===== src/rtl/viterbi_pkg.sv =====
// Shared Viterbi decoder definitions: default trellis sizes, traceback FSM
// states and the address-width helper used by every traceback file.
package viterbi_pkg;

  localparam int ST_W_DEF  = 8;
  localparam int DEPTH_DEF = 32;

  typedef enum logic [2:0] {
    IDLE,
    FILL,
    TR_REQ,
    TR_WAIT,
    EMIT
  } tbc_state_e;

  // Keeps column pointers at least one bit wide for degenerate DEPTH = 1.
  function automatic int addr_w(input int depth);
    return (depth > 1) ? $clog2(depth) : 1;
  endfunction

endpackage


===== src/rtl/traceback_ctrl_if.sv =====
// Handshake and survivor-memory signals between the traceback controller
// (master) and the ACS unit, survivor memory and bit sink (slave).
interface traceback_ctrl_if #(
  parameter int ST_W  = viterbi_pkg::ST_W_DEF,
  parameter int DEPTH = viterbi_pkg::DEPTH_DEF
);
  localparam int AW = viterbi_pkg::addr_w(DEPTH);

  logic            in_valid;
  logic            in_last;
  logic            in_ready;
  logic            en_acs;
  logic [AW-1:0]   wr_addr;
  logic [ST_W-1:0] best_st;
  logic            rd_en;
  logic [AW-1:0]   rd_addr;
  logic [ST_W-1:0] rd_st;
  logic [ST_W-1:0] rd_prv_st;
  logic            out_valid;
  logic            out_bit;
  logic            out_last;
  logic            out_ready;

  modport master (
    input  in_valid, in_last, best_st, rd_prv_st, out_ready,
    output in_ready, en_acs, wr_addr, rd_en, rd_addr, rd_st,
           out_valid, out_bit, out_last
  );

  modport slave (
    output in_valid, in_last, best_st, rd_prv_st, out_ready,
    input  in_ready, en_acs, wr_addr, rd_en, rd_addr, rd_st,
           out_valid, out_bit, out_last
  );

endinterface


===== src/rtl/tb_bit_buf.sv =====
// Decoded-bit buffer: filled backwards during traceback, read forwards on emit.
// Contents are never reset; every location is rewritten before it is read.
module tb_bit_buf #(
  parameter int DEPTH = viterbi_pkg::DEPTH_DEF,
  parameter int AW    = viterbi_pkg::addr_w(DEPTH)
) (
  input  logic          clk,
  input  logic          we,
  input  logic [AW-1:0] waddr,
  input  logic          wdata,
  input  logic [AW-1:0] raddr,
  output logic          rdata
);

  logic mem [DEPTH];

  always_ff @(posedge clk) begin
    if (we) begin
      mem[waddr] <= wdata;
    end
  end

  // Asynchronous read so out_bit follows the emit index in the same cycle.
  assign rdata = mem[raddr];

endmodule


===== src/rtl/traceback_ctrl.sv =====
// Viterbi traceback controller: counts ACS steps into survivor columns, walks
// the survivor path backwards from best_st, then emits the bits in order.
module traceback_ctrl
  import viterbi_pkg::*;
#(
  parameter int ST_W  = ST_W_DEF,
  parameter int DEPTH = DEPTH_DEF
) (
  input  logic             clk,
  input  logic             rst,
  traceback_ctrl_if.master bus,
  output logic             busy
);

  localparam int          AW     = addr_w(DEPTH);
  localparam logic [AW:0] LAST_N = (AW+1)'(DEPTH - 1);

  tbc_state_e      state_reg, state_next;
  logic [AW:0]     n_reg, n_next;
  logic [AW:0]     len_reg, len_next;
  logic [AW-1:0]   c_reg, c_next;
  logic [AW-1:0]   idx_reg, idx_next;
  logic [ST_W-1:0] st_reg, st_next;
  logic            first_reg, first_next;

  logic            ready_c;
  logic            rd_en_c;
  logic [AW-1:0]   rd_addr_c;
  logic [ST_W-1:0] rd_st_c;
  logic            valid_c;
  logic            bit_c;
  logic            last_c;
  logic            buf_we;
  logic            buf_rd;
  logic [ST_W-1:0] cur_st;
  logic [AW:0]     last_idx;

  tb_bit_buf #(.DEPTH(DEPTH), .AW(AW)) u_bit_buf (
    .clk   (clk),
    .we    (buf_we),
    .waddr (c_reg),
    .wdata (cur_st[0]),
    .raddr (idx_reg),
    .rdata (buf_rd)
  );

  // best_st is only valid the cycle after the final column write.
  assign cur_st   = first_reg ? bus.best_st : st_reg;
  assign last_idx = len_reg - 1'b1;

  always_comb begin
    state_next = state_reg;
    n_next     = n_reg;
    len_next   = len_reg;
    c_next     = c_reg;
    idx_next   = idx_reg;
    st_next    = st_reg;
    first_next = first_reg;
    ready_c    = 1'b0;
    rd_en_c    = 1'b0;
    rd_addr_c  = '0;
    rd_st_c    = '0;
    valid_c    = 1'b0;
    bit_c      = 1'b0;
    last_c     = 1'b0;
    buf_we     = 1'b0;

    case (state_reg)
      IDLE, FILL: begin
        ready_c = 1'b1;
        if (bus.in_valid) begin
          n_next     = n_reg + 1'b1;
          state_next = FILL;
          if (bus.in_last || n_reg == LAST_N) begin
            state_next = TR_REQ;
            len_next   = n_reg + 1'b1;
            c_next     = n_reg[AW-1:0];
            first_next = 1'b1;
          end
        end
      end
      TR_REQ: begin
        rd_en_c    = 1'b1;
        rd_addr_c  = c_reg;
        rd_st_c    = cur_st;
        buf_we     = 1'b1;
        st_next    = cur_st;
        first_next = 1'b0;
        state_next = TR_WAIT;
      end
      TR_WAIT: begin
        st_next = bus.rd_prv_st;
        if (c_reg == '0) begin
          state_next = EMIT;
          idx_next   = '0;
        end else begin
          c_next     = c_reg - 1'b1;
          state_next = TR_REQ;
        end
      end
      EMIT: begin
        valid_c = 1'b1;
        bit_c   = buf_rd;
        last_c  = ({1'b0, idx_reg} == last_idx);
        if (bus.out_ready) begin
          if (last_c) begin
            state_next = IDLE;
            idx_next   = '0;
            n_next     = '0;
          end else begin
            idx_next = idx_reg + 1'b1;
          end
        end
      end
      default: state_next = IDLE;
    endcase
  end

  always_ff @(posedge clk or negedge rst) begin
    if (!rst) begin
      state_reg <= IDLE;
      n_reg     <= '0;
      len_reg   <= '0;
      c_reg     <= '0;
      idx_reg   <= '0;
      st_reg    <= '0;
      first_reg <= 1'b0;
    end else begin
      state_reg <= state_next;
      n_reg     <= n_next;
      len_reg   <= len_next;
      c_reg     <= c_next;
      idx_reg   <= idx_next;
      st_reg    <= st_next;
      first_reg <= first_next;
    end
  end

  assign bus.in_ready  = ready_c;
  assign bus.en_acs    = bus.in_valid & ready_c;
  assign bus.wr_addr   = n_reg[AW-1:0];
  assign bus.rd_en     = rd_en_c;
  assign bus.rd_addr   = rd_addr_c;
  assign bus.rd_st     = rd_st_c;
  assign bus.out_valid = valid_c;
  assign bus.out_bit   = bit_c;
  assign bus.out_last  = last_c;
  assign busy          = (state_reg != IDLE);

endmodule


===== src/flat_wrapper.sv =====
// flat-port wrapper written by rule: the top's interface ports become plain ports
module traceback_ctrl_flat import viterbi_pkg::*;
#(
  parameter int ST_W  = ST_W_DEF,
  parameter int DEPTH = DEPTH_DEF
)
  (clk, rst, busy, bus_in_valid, bus_in_last, bus_best_st, bus_rd_prv_st, bus_out_ready, bus_in_ready, bus_en_acs, bus_wr_addr, bus_rd_en, bus_rd_addr, bus_rd_st, bus_out_valid, bus_out_bit, bus_out_last);
  traceback_ctrl_if #(.ST_W(ST_W), .DEPTH(DEPTH)) bus_i ();
  input  logic clk;
  input  logic rst;
  output logic busy;
  input wire logic [$bits(bus_i.in_valid)-1:0] bus_in_valid;
  input wire logic [$bits(bus_i.in_last)-1:0] bus_in_last;
  input wire logic [$bits(bus_i.best_st)-1:0] bus_best_st;
  input wire logic [$bits(bus_i.rd_prv_st)-1:0] bus_rd_prv_st;
  input wire logic [$bits(bus_i.out_ready)-1:0] bus_out_ready;
  output wire logic [$bits(bus_i.in_ready)-1:0] bus_in_ready;
  output wire logic [$bits(bus_i.en_acs)-1:0] bus_en_acs;
  output wire logic [$bits(bus_i.wr_addr)-1:0] bus_wr_addr;
  output wire logic [$bits(bus_i.rd_en)-1:0] bus_rd_en;
  output wire logic [$bits(bus_i.rd_addr)-1:0] bus_rd_addr;
  output wire logic [$bits(bus_i.rd_st)-1:0] bus_rd_st;
  output wire logic [$bits(bus_i.out_valid)-1:0] bus_out_valid;
  output wire logic [$bits(bus_i.out_bit)-1:0] bus_out_bit;
  output wire logic [$bits(bus_i.out_last)-1:0] bus_out_last;
  assign bus_i.in_valid = bus_in_valid;
  assign bus_i.in_last = bus_in_last;
  assign bus_i.best_st = bus_best_st;
  assign bus_i.rd_prv_st = bus_rd_prv_st;
  assign bus_i.out_ready = bus_out_ready;
  assign bus_in_ready = bus_i.in_ready;
  assign bus_en_acs = bus_i.en_acs;
  assign bus_wr_addr = bus_i.wr_addr;
  assign bus_rd_en = bus_i.rd_en;
  assign bus_rd_addr = bus_i.rd_addr;
  assign bus_rd_st = bus_i.rd_st;
  assign bus_out_valid = bus_i.out_valid;
  assign bus_out_bit = bus_i.out_bit;
  assign bus_out_last = bus_i.out_last;
  traceback_ctrl #(.ST_W(ST_W), .DEPTH(DEPTH)) u_core (.clk(clk), .rst(rst), .bus(bus_i), .busy(busy));
endmodule

===== config.mk =====
export PLATFORM = sky130hd
export DESIGN_NAME = traceback_ctrl_flat
export DESIGN_NICKNAME = d
export VERILOG_FILES = /design/src/rtl/viterbi_pkg.sv /design/src/rtl/traceback_ctrl_if.sv /design/src/rtl/tb_bit_buf.sv /design/src/rtl/traceback_ctrl.sv /design/src/flat_wrapper.sv
export SDC_FILE = /design/constraint.sdc
export NUM_CORES = 1
export LEC_CHECK = 0
export CAP_MARGIN = 20
export CORE_MARGIN = 3
export CORE_UTILIZATION = 45
export CTS_CLUSTER_DIAMETER = 100
export DETAILED_ROUTE_END_ITERATION = 10
export PLACE_DENSITY_LB_ADDON = 0.2
export SETUP_SLACK_MARGIN = 0.5
export SLEW_MARGIN = 15
export SYNTH_ARGS = -nofsm -noshare
export SYNTH_HDL_FRONTEND = slang
export SYNTH_SLANG_ARGS = --single-unit

===== constraint.sdc =====
create_clock -name clk -period 3.5 [get_ports clk]
set_clock_uncertainty 0.2 [all_clocks]
set_input_delay 0.875 -clock clk [delete_from_list [all_inputs] [get_ports clk]]
set_output_delay 0.875 -clock clk [all_outputs]
set_load 0.1 [all_outputs]

==> impl_metrics.json, run 1 <==
{
  "status": "finished clean",
  "vias": 2759,
  "final.setup.tns_ns": 0,
  "cp.buffers_inverters": 1,
  "fin_nets": 422,
  "grt_pass1_vias": 2667,
  "worst_hold_slack_ns": 0.289,
  "layout_common_cells": "nor2_1 (46), nand2_1 (38), dfrtp_1 (32), edfxtp_1 (32), buf_4 (22)",
  "synthToLayoutAreaGrowth_pct": 29.4,
  "vdd_ir_drop_max_mv": 0.832,
  "async_flop_share_pct": 51.5,
  "n_antenna_cell": 0,
  "cts_tree": "yes",
  "clkPwrFrac_pct": 14.3,
  "synth_nets": 379,
  "start_util_pct": 46.9,
  "gr-max-usage-layer": "met2",
  "endpoint_kind": "output port",
  "switchingPower_mw": 2.35,
  "clkSinkCount": 66,
  "hold_class": "flip-flop to flip-flop",
  "grt_pass1_wl_um": 13800,
  "die-area_um2": 9260,
  "drive_gt1_share_pct": 25.9,
  "worstPathRequired_ns": 2.42,
  "cts_buffers": 9,
  "die_h_um": 96.2,
  "design_area_um2": 4740,
  "ys_ff_latch": 66,
  "synth.area.top_cells": "edfxtp_1 (26%), dfrtp_1 (23%), nor2_1 (5.8%), mux4_2 (5.5%), nand2_1 (4.0%)",
  "htree_levels": 3,
  "drt_wl_total_um": 8240,
  "grt_max_degree": 35,
  "clk_root_buffer_cell": "clkbuf_8",
  "port_buffers": 45,
  "avgSynthCellArea_um2": 10.5,
  "ys_types": 51,
  "yosysWarningCount": 0,
  "maxSlewHeadroom_pct": 45.1,
  "p_per_area_nw_per_um2": 1020,
  "fill_cells": 624,
  "combPwrFrac_pct": 59.1,
  "crit_slowest_cell": "mux4_2",
  "drtIter0Drc": 220,
  "synth_seq_area_share_pct": 49.4,
  "drc_errors": 0,
  "fin_util_pct": 60.7,
  "hpwlAfterDp_um": 5560,
  "yosysTopAreaCellShare_pct": 26.2,
  "period_minus_slack_ns": 3.35,
  "clkTransAtPathRegs_ns": 0.07,
  "firstDrtPassIters": 4,
  "met2_usage_pct": 28.7,
  "cp_cell_sequence": "mux4_2 -> mux4_2 -> mux2i_4 -> nor2_4 -> buf_12",
  "gp_congestion": 0.823,
  "dpl_cell_area_um2": 4430,
  "critPathTopFamily": "multiplexers",
  "fmax_mhz": 299,
  "rows": 32,
  "switching_share_pct": 48.5,
  "clockBufferDepth": 2,
  "hold_viol": 0,
  "final_common_cell": "nor2_1",
  "drt.antenna.violating_nets": 0,
  "slew_violations": 0,
  "cp_max_fo": 7,
  "synth_flop_cell": "dfrtp_1",
  "gr-total-overflow": 0,
  "critPathMaxStageDelay_ns": 0.53,
  "grt_util_met3_pct": 5.32,
  "synth_area_um2": 3660,
  "seq_power_share_pct": 26.6,
  "avgViaCountPerCell": 5.52,
  "start_kind": "flip-flop",
  "fp.coreArea_um2": 7810,
  "setup_viol": 0,
  "yosysTopAreaCell": "edfxtp_1",
  "p_leak_nw": 1.77,
  "worst-slew-pin-transition_ns": 0.823,
  "die-width_um": 96.2,
  "antenna_found_initial": 0,
  "worstSetupPathType": "flip-flop to output port",
  "ios": 46,
  "synth_edf_count": 32,
  "clkLatencyLatePin_ns": 0.35,
  "met1_usage_pct": 28.4,
  "cp.arrival_ns": 2.27,
  "max_cap_violations": 0,
  "crit_path_frequent_cell": "mux4_2",
  "grt_setup_unrepaired": "yes",
  "timing.final.crit_share_pct": 95.6,
  "largest_register_ff_count": 32,
  "internal-power_mw": 2.49,
  "postSynthCellCount": 350,
  "grtUsageTotal_pct": 19.6,
  "wl_per_cell_um": 16.5
}
==> power groups by stage <==
stage	sequential [mW]	combinational, mW	clock (mW)
finish	1.29	2.86	0.694
global route	1.33	3.04	0.742
CTS	1.28	2.85	0.705
detailed placement	1.31	2.73	0
global placement	1.30	2.70	0
floorplan	1.17	2.14	0
==> synth_stat cells (4+ instances only) <==
master    count
nor2_1       57
nand2_1      39
dfrtp_1      34
edfxtp_1     32
clkbuf_1     14
mux2i_1      13
o21ai_0      12
a21oi_1      11
nor3_1       10
inv_1         9
mux4_2        9
nand3_1       9
ha_1          8
o221ai_1      7
buf_4         6
or3_1         6
and2_1        5
xnor2_1       5
a22o_1        4
a31o_2        4
nand3b_1      4
nor2b_1       4
xor2_1        4
==> per-stage QoR <==
stage	worst slack (ns)	power [mW]	std cells
6_report	0.152	4.84	500
5_1_grt	0.0705	5.10	500
4_1_cts	0.124	4.84	500
3_5_place_dp	0.361	4.04	476
3_3_place_gp	0.395	4.00	476
2_1_floorplan	0.495	3.31	350
==> area by class of cell <==
cell class	instances	area [µm²]	share of cell area, %
flip-flops and latches	66	1810	38.3
multi-input cells	245	1800	37.9
repair buffers	60	724	15.3
clock buffers	10	128	2.69
well taps	102	128	2.69
clock inverters	6	81.3	1.72
inverters	11	67.6	1.42
==> worst paths after layout <==
path / start / endpoint / slack (ns) / cells after the start
max: u_core.idx_reg[0]$_DFFE_PN0P_ / bus_out_bit / 0.15 / 5
min: u_core.st_reg[0]$_DFFE_PN0P_ / u_core.st_reg[0]$_DFFE_PN0P_ / 0.29 / 2
max reg2reg: u_core.n_reg[0]$_DFFE_PN0P_ / u_core.c_reg[1]$_DFFE_PN0P_ / 0.86 / 6
min reg2reg: u_core.st_reg[0]$_DFFE_PN0P_ / u_core.st_reg[0]$_DFFE_PN0P_ / 0.29 / 2
max in group asynchronous: rst / u_core.idx_reg[1]$_DFFE_PN0P_ / 2.02 / 2
min in group asynchronous: rst / u_core.idx_reg[4]$_DFFE_PN0P_ / 0.73 / 2
==> logic make-up (layout without fill, tap and decap cells) <==
logic type               count (synthesis)  in the layout  synth area share, %
flip-flops                              66             66                 49.4
XOR/XNOR                                 9              9                 2.15
buffers and inverters                   39             87                 5.50
AO/OA/AOI/OAI                           57             57                 11.4
AND/OR/NAND/NOR                        147            147                 19.1
adder cells (fa/ha/maj)                  8              8                 2.73
multiplexers                            24             24                 9.70
==> metal layers <==
| layer | vias up | wire length [µm] |
|---|---|---|
| li1 | 1337 | - |
| met1 | 1352 | 3960 |
| met2 | 60 | 3790 |
| met3 | 10 | 383 |
| met4 | 0 | 115 |
| met5 | - | 0 |
==> tightest hold or removal path: cells and delay by family, from the launching register on <==
family	cells	cell delay (ns)
and+or+nand+nor	1	0.05
AOI/OAI and AO/OA	1	0.06
DFF	1	0.35
==> timing repair <==
item / in CTS / in global routing
setup buffers: 8 / 0
gates resized for setup: 7 / 4
setup endpoints to repair: 12 / 12
pin swaps: 2 / 3
hold buffers: 0 / 0
(Power assumes the default switching activity.)
==> inputs of run 2 (changes only) <==
CELL_PAD_IN_SITES_DETAIL_PLACEMENT = 1   (was default)
CELL_PAD_IN_SITES_GLOBAL_PLACEMENT = 1   (was default)
CORE_UTILIZATION = 44   (was 45)
==> run 2 against run 1 <==
Register-to-register slack gained 0.04 ns; critical path type unchanged; die area increased by 2.1%; first-iteration DRC count down 48%; critical endpoint unchanged; cell area rose by 0.53%; via count rose by 4.6%; combinational power increased by 6%; wire length grew 24%; sequential power about the same; largest power group unchanged; flip-flop and latch count did not move.
==> impl_metrics.json, run 2 (synthesized netlist as in run 1, its figures left out) <==
{
  "crit_path_frequent_cell": "mux4_2",
  "drtIter0Drc": 115,
  "setup_slack_ns": 0.133,
  "cts_buffers": 9,
  "grtUsageTotal_pct": 22.4,
  "period_minus_slack_ns": 3.37,
  "cp_cell_sequence": "mux4_2 -> mux4_2 -> mux2i_4 -> nor2_4 -> buf_12",
  "slew_violations": 0,
  "worstSetupPathType": "flip-flop to output port",
  "crit_slowest_cell": "mux4_2",
  "clockBufferDepth": 2,
  "avgViaCountPerCell": 5.74,
  "critPathMaxStageDelay_ns": 0.53,
  "cp.arrival_ns": 2.29,
  "cp_max_fo": 6,
  "ff2ff_path_depth": 5,
  "timing.final.crit_share_pct": 96.2,
  "final.setup.tns_ns": 0,
  "critPathTopFamily": "multiplexers",
  "grt_pass1_vias": 3199,
  "rows": 32,
  "gr-total-overflow": 0,
  "start_util_pct": 46.5,
  "n_antenna_cell": 0,
  "wl_per_cell_um": 20.3,
  "max_cap_violations": 0,
  "die-area_um2": 9460,
  "grt_util_met3_pct": 4.74,
  "vias": 2885,
  "p_leak_nw": 1.78,
  "grt_max_degree": 35,
  "post-place-ws_ns": 0.312,
  "cts_hold_buf": 0,
  "clkSinkCount": 66,
  "grt_pass1_wl_um": 17000,
  "regArea_um2": 1820,
  "gp_congestion": 0.776,
  "htree_levels": 3,
  "worstPathRequired_ns": 2.42,
  "multiInputGateArea_um2": 1800,
  "met2_usage_pct": 38.3,
  "firstDrtPassIters": 4,
  "fill_cells": 818,
  "layout_common_cells": "nor2_1 (46), nand2_1 (38), edfxtp_1 (32)",
  "drt.antenna.violating_nets": 0,
  "drt_wl_total_um": 10200,
  "clk_root_buffer_cell": "clkbuf_8",
  "hpwlAfterDp_um": 6840,
  "clkLatencyLatePin_ns": 0.35,
  "fp.coreArea_um2": 7890,
  "synthToLayoutAreaGrowth_pct": 30.1,
  "p_per_area_nw_per_um2": 1040,
  "die-width_um": 97.3,
  "largest_register_ff_count": 32,
  "cts_tree": "yes",
  "drc_errors": 0,
  "vdd_ir_drop_max_mv": 0.957,
  "ios": 46,
  "hold_class": "flip-flop to flip-flop",
  "maxSlewHeadroom_pct": 41.3,
  "antenna_found_initial": 0,
  "drive_gt1_share_pct": 27.2,
  "worst_hold_slack_ns": 0.302,
  "path_depth": 5,
  "clkTransAtPathRegs_ns": 0.08,
  "gr-max-usage-layer": "met2",
  "setup_viol": 0,
  "status": "finished clean",
  "final_common_cell": "nor2_1",
  "start_kind": "flip-flop",
  "die_h_um": 97.3,
  "grt_setup_unrepaired": "yes",
  "fmax_mhz": 297,
  "worst-slew-pin-transition_ns": 0.880,
  "min_path_cells": 2,
  "cp.buffers_inverters": 1,
  "endpoint_kind": "output port",
  "port_buffers": 45,
  "hold_viol": 0,
  "fin_nets": 425,
  "total_power_mw": 4.96,
  "met1_usage_pct": 28.2
}
## run 2: changes by cell type in the layout (fill, tap and decap cells not counted), moves of 2 or more
cell / previous run / this run
clkinv_4: 0 / 2
buf_4: 22 / 24
mux2i_1: 12 / 10
mux2i_2: 0 / 2
## run 2: stage by stage
stage / cells / util [%] / instance area (µm²)
6_report: 503 / 60.4 / 4770
4_1_cts: 503 / 60.2 / 4750
5_1_grt: 503 / 60.4 / 4770
3_5_place_dp: 478 / 56.3 / 4440
3_3_place_gp: 478 / 56.3 / 4440
2_1_floorplan: 350 / - / 3800
## run 2: cell type report
cell class | instances | area share (%)
flip-flops and latches | 66 | 38.1
repair buffers | 63 | 15.9
clock buffers | 10 | 2.68
well taps | 102 | 2.68
multi-input cells | 245 | 37.8
inverters | 11 | 1.42
clock inverters | 6 | 1.42
## run 2: worst min-delay path: stages (launching register included)
cell and delay [ns]:
dfrtp_1 0.35, nand2_1 0.05, o221ai_1 0.06
## run 2: routing by layer
metal | vias to the layer above | part of all wire, %
li1 | 1339 | -
met1 | 1470 | 43
met2 | 62 | 51
met3 | 14 | 4.0
met4 | 0 | 1.5
met5 | - | 0
## run 2: timing repair
action,CTS,global route
setup endpoints to repair,17,5
buffers inserted,9,0
resized for setup,10,3
pin swaps,3,3
## run 2: final timing paths
path | start | end | slack [ns]
min in group asynchronous | rst | u_core.idx_reg[4]$_DFFE_PN0P_ | 0.75
max | u_core.idx_reg[0]$_DFFE_PN0P_ | bus_out_bit | 0.13
max in group asynchronous | rst | u_core.idx_reg[1]$_DFFE_PN0P_ | 1.98
min | u_core.st_reg[7]$_DFFE_PN0P_ | u_core.st_reg[7]$_DFFE_PN0P_ | 0.30
max reg2reg | u_core.state_reg[2]$_DFFE_PN0P_ | u_core.n_reg[4]$_DFFE_PN0P_ | 0.90
min reg2reg | u_core.st_reg[7]$_DFFE_PN0P_ | u_core.st_reg[7]$_DFFE_PN0P_ | 0.30
## run 2: power breakdown
part | switching (mW) | internal, mW
clock network | 0.321 | 0.330
logic | 1.94 | 1.09
registers | 0.213 | 1.06
==> inputs of run 3 (changes only) <==
CORE_MARGIN = default   (was 3)
==> run 3 against run 2 <==
First-iteration DRC count increased by 26%; largest cell class is now multi-input combinational cells; die area down 8.1%; setup slack better by 0.0091 ns; sequential share of layout area decreased by 0.14 points; combinational power fell by 1%; wire length down 4.6%; power is 0.24% lower; critical path depth unchanged; via count shrank 1.6%.
==> impl_metrics.json, run 3 (synthesized netlist as in run 1, its figures left out) <==
{
  "die-area_um2": 8700,
  "drt.antenna.violating_nets": 0,
  "die_h_um": 93.3,
  "p_per_area_nw_per_um2": 1030,
  "clkSinkCount": 66,
  "period_minus_slack_ns": 3.36,
  "n_antenna_cell": 0,
  "vdd_ir_drop_max_mv": 0.859,
  "worstPathRequired_ns": 2.42,
  "timing.final.crit_share_pct": 95.9,
  "placedCellCount": 475,
  "grt_setup_unrepaired": "yes",
  "slew_violations": 0,
  "htree_levels": 3,
  "finalNonFillerCells": 502,
  "total_power_mw": 4.95,
  "drive_gt1_share_pct": 27.3,
  "clockBufferDepth": 2,
  "cts_buffers": 9,
  "start_util_pct": 46.5,
  "worst-slew-pin-transition_ns": 0.919,
  "fmax_mhz": 298,
  "multiInputGateArea_um2": 1820,
  "grt_max_degree": 35,
  "clk_root_buffer_cell": "clkbuf_8",
  "grt_pass1_vias": 3045,
  "cp.arrival_ns": 2.28,
  "setup_viol": 0,
  "port_buffers": 45,
  "worstSetupPathType": "flip-flop to output port",
  "p_leak_nw": 1.78,
  "hpwlAfterDp_um": 6690,
  "cts_hold_buf": 0,
  "grt_pass1_wl_um": 15800,
  "cts_tree": "yes",
  "antenna_found_initial": 0,
  "clkLatencyLatePin_ns": 0.35,
  "drtIter0Drc": 145,
  "max_cap_violations": 0,
  "worst_hold_slack_ns": 0.300,
  "die-width_um": 93.3,
  "rows": 32,
  "maxSlewHeadroom_pct": 38.6,
  "endpoint_kind": "output port",
  "final.setup.tns_ns": 0,
  "fin_nets": 424,
  "drt_wl_total_um": 9740,
  "start_kind": "flip-flop",
  "grtUsageTotal_pct": 24.0,
  "regArea_um2": 1810,
  "wl_per_cell_um": 19.4,
  "largest_register_ff_count": 32,
  "final_common_cell": "nor2_1",
  "hold_viol": 0,
  "ios": 46,
  "gr-total-overflow": 0,
  "cp_max_fo": 6,
  "hold_class": "flip-flop to flip-flop",
  "clkTransAtPathRegs_ns": 0.07,
  "synthToLayoutAreaGrowth_pct": 30.5,
  "avgViaCountPerCell": 5.66,
  "fill_cells": 815,
  "vias": 2839,
  "fin_util_pct": 60.6,
  "status": "finished clean",
  "firstDrtPassIters": 4,
  "drc_errors": 0,
  "layout_common_cells": "nor2_1 (46), nand2_1 (38), dfrtp_1 (32), edfxtp_1 (32), buf_4 (22)",
  "fp.coreArea_um2": 7890,
  "gp_congestion": 0.786
}
## run 3: path summary, 6_finish.rpt
| check | slack, ns | to | from | cells past startpoint |
|---|---|---|---|---|
| setup / recovery | 0.14 | bus_out_bit | u_core.idx_reg[0]$_DFFE_PN0P_ | 5 |
| hold / removal | 0.30 | u_core.st_reg[7]$_DFFE_PN0P_ | u_core.st_reg[7]$_DFFE_PN0P_ | 2 |
| setup reg to reg | 0.87 | u_core.c_reg[1]$_DFFE_PN0P_ | u_core.n_reg[0]$_DFFE_PN0P_ | 6 |
| hold reg to reg | 0.30 | u_core.st_reg[7]$_DFFE_PN0P_ | u_core.st_reg[7]$_DFFE_PN0P_ | 2 |
| max in group asynchronous | 1.97 | u_core.idx_reg[0]$_DFFE_PN0P_ | rst | 2 |
| min in group asynchronous | 0.75 | u_core.idx_reg[4]$_DFFE_PN0P_ | rst | 2 |
## run 3: area by class of cell
cell class | count | share of cell area (%)
Multi-Input combinational cell | 245 | 38.1
Clock buffer | 11 | 2.96
Timing Repair Buffer | 62 | 15.8
Clock inverter | 5 | 1.13
Inverter | 11 | 1.41
Sequential cell | 66 | 37.9
Tap cell | 102 | 2.67
## run 3: timing repair
action / 4_1_cts / 5_1_grt
gates cloned: 0 / 0
endpoints found under the setup margin: 17 / 4
gates resized for setup: 10 / 6
pin swaps: 3 / 4
buffers inserted: 9 / 2
## run 3: power breakdown
part,switching [mW],internal (mW)
logic,1.89,1.10
registers,0.253,1.06
clock network,0.301,0.345
## run 3: stage by stage
stage	setup slack (ns)	instance area, µm²
finish	0.142	4780
global route	0.0656	4780
CTS	0.140	4730
detailed placement	0.364	4420
global placement	0.447	4420
floorplan	0.495	3800
## run 3: critical path, cell delays in order, from the launching register on
cell and delay (ns):
dfrtp_2 0.47, mux4_2 0.53, mux4_2 0.49, mux2i_2 0.21
nor2_4 0.05, buf_12 0.18
## run 3: routing by layer
layer	vias to the layer above	share of wire, %	global-route usage, %
met3	12	3.0	4.15
li1	1345	-	-
met1	1424	46	30.8
met5	-	0	0
met2	58	50	40.9
met4	0	1.4	8.21
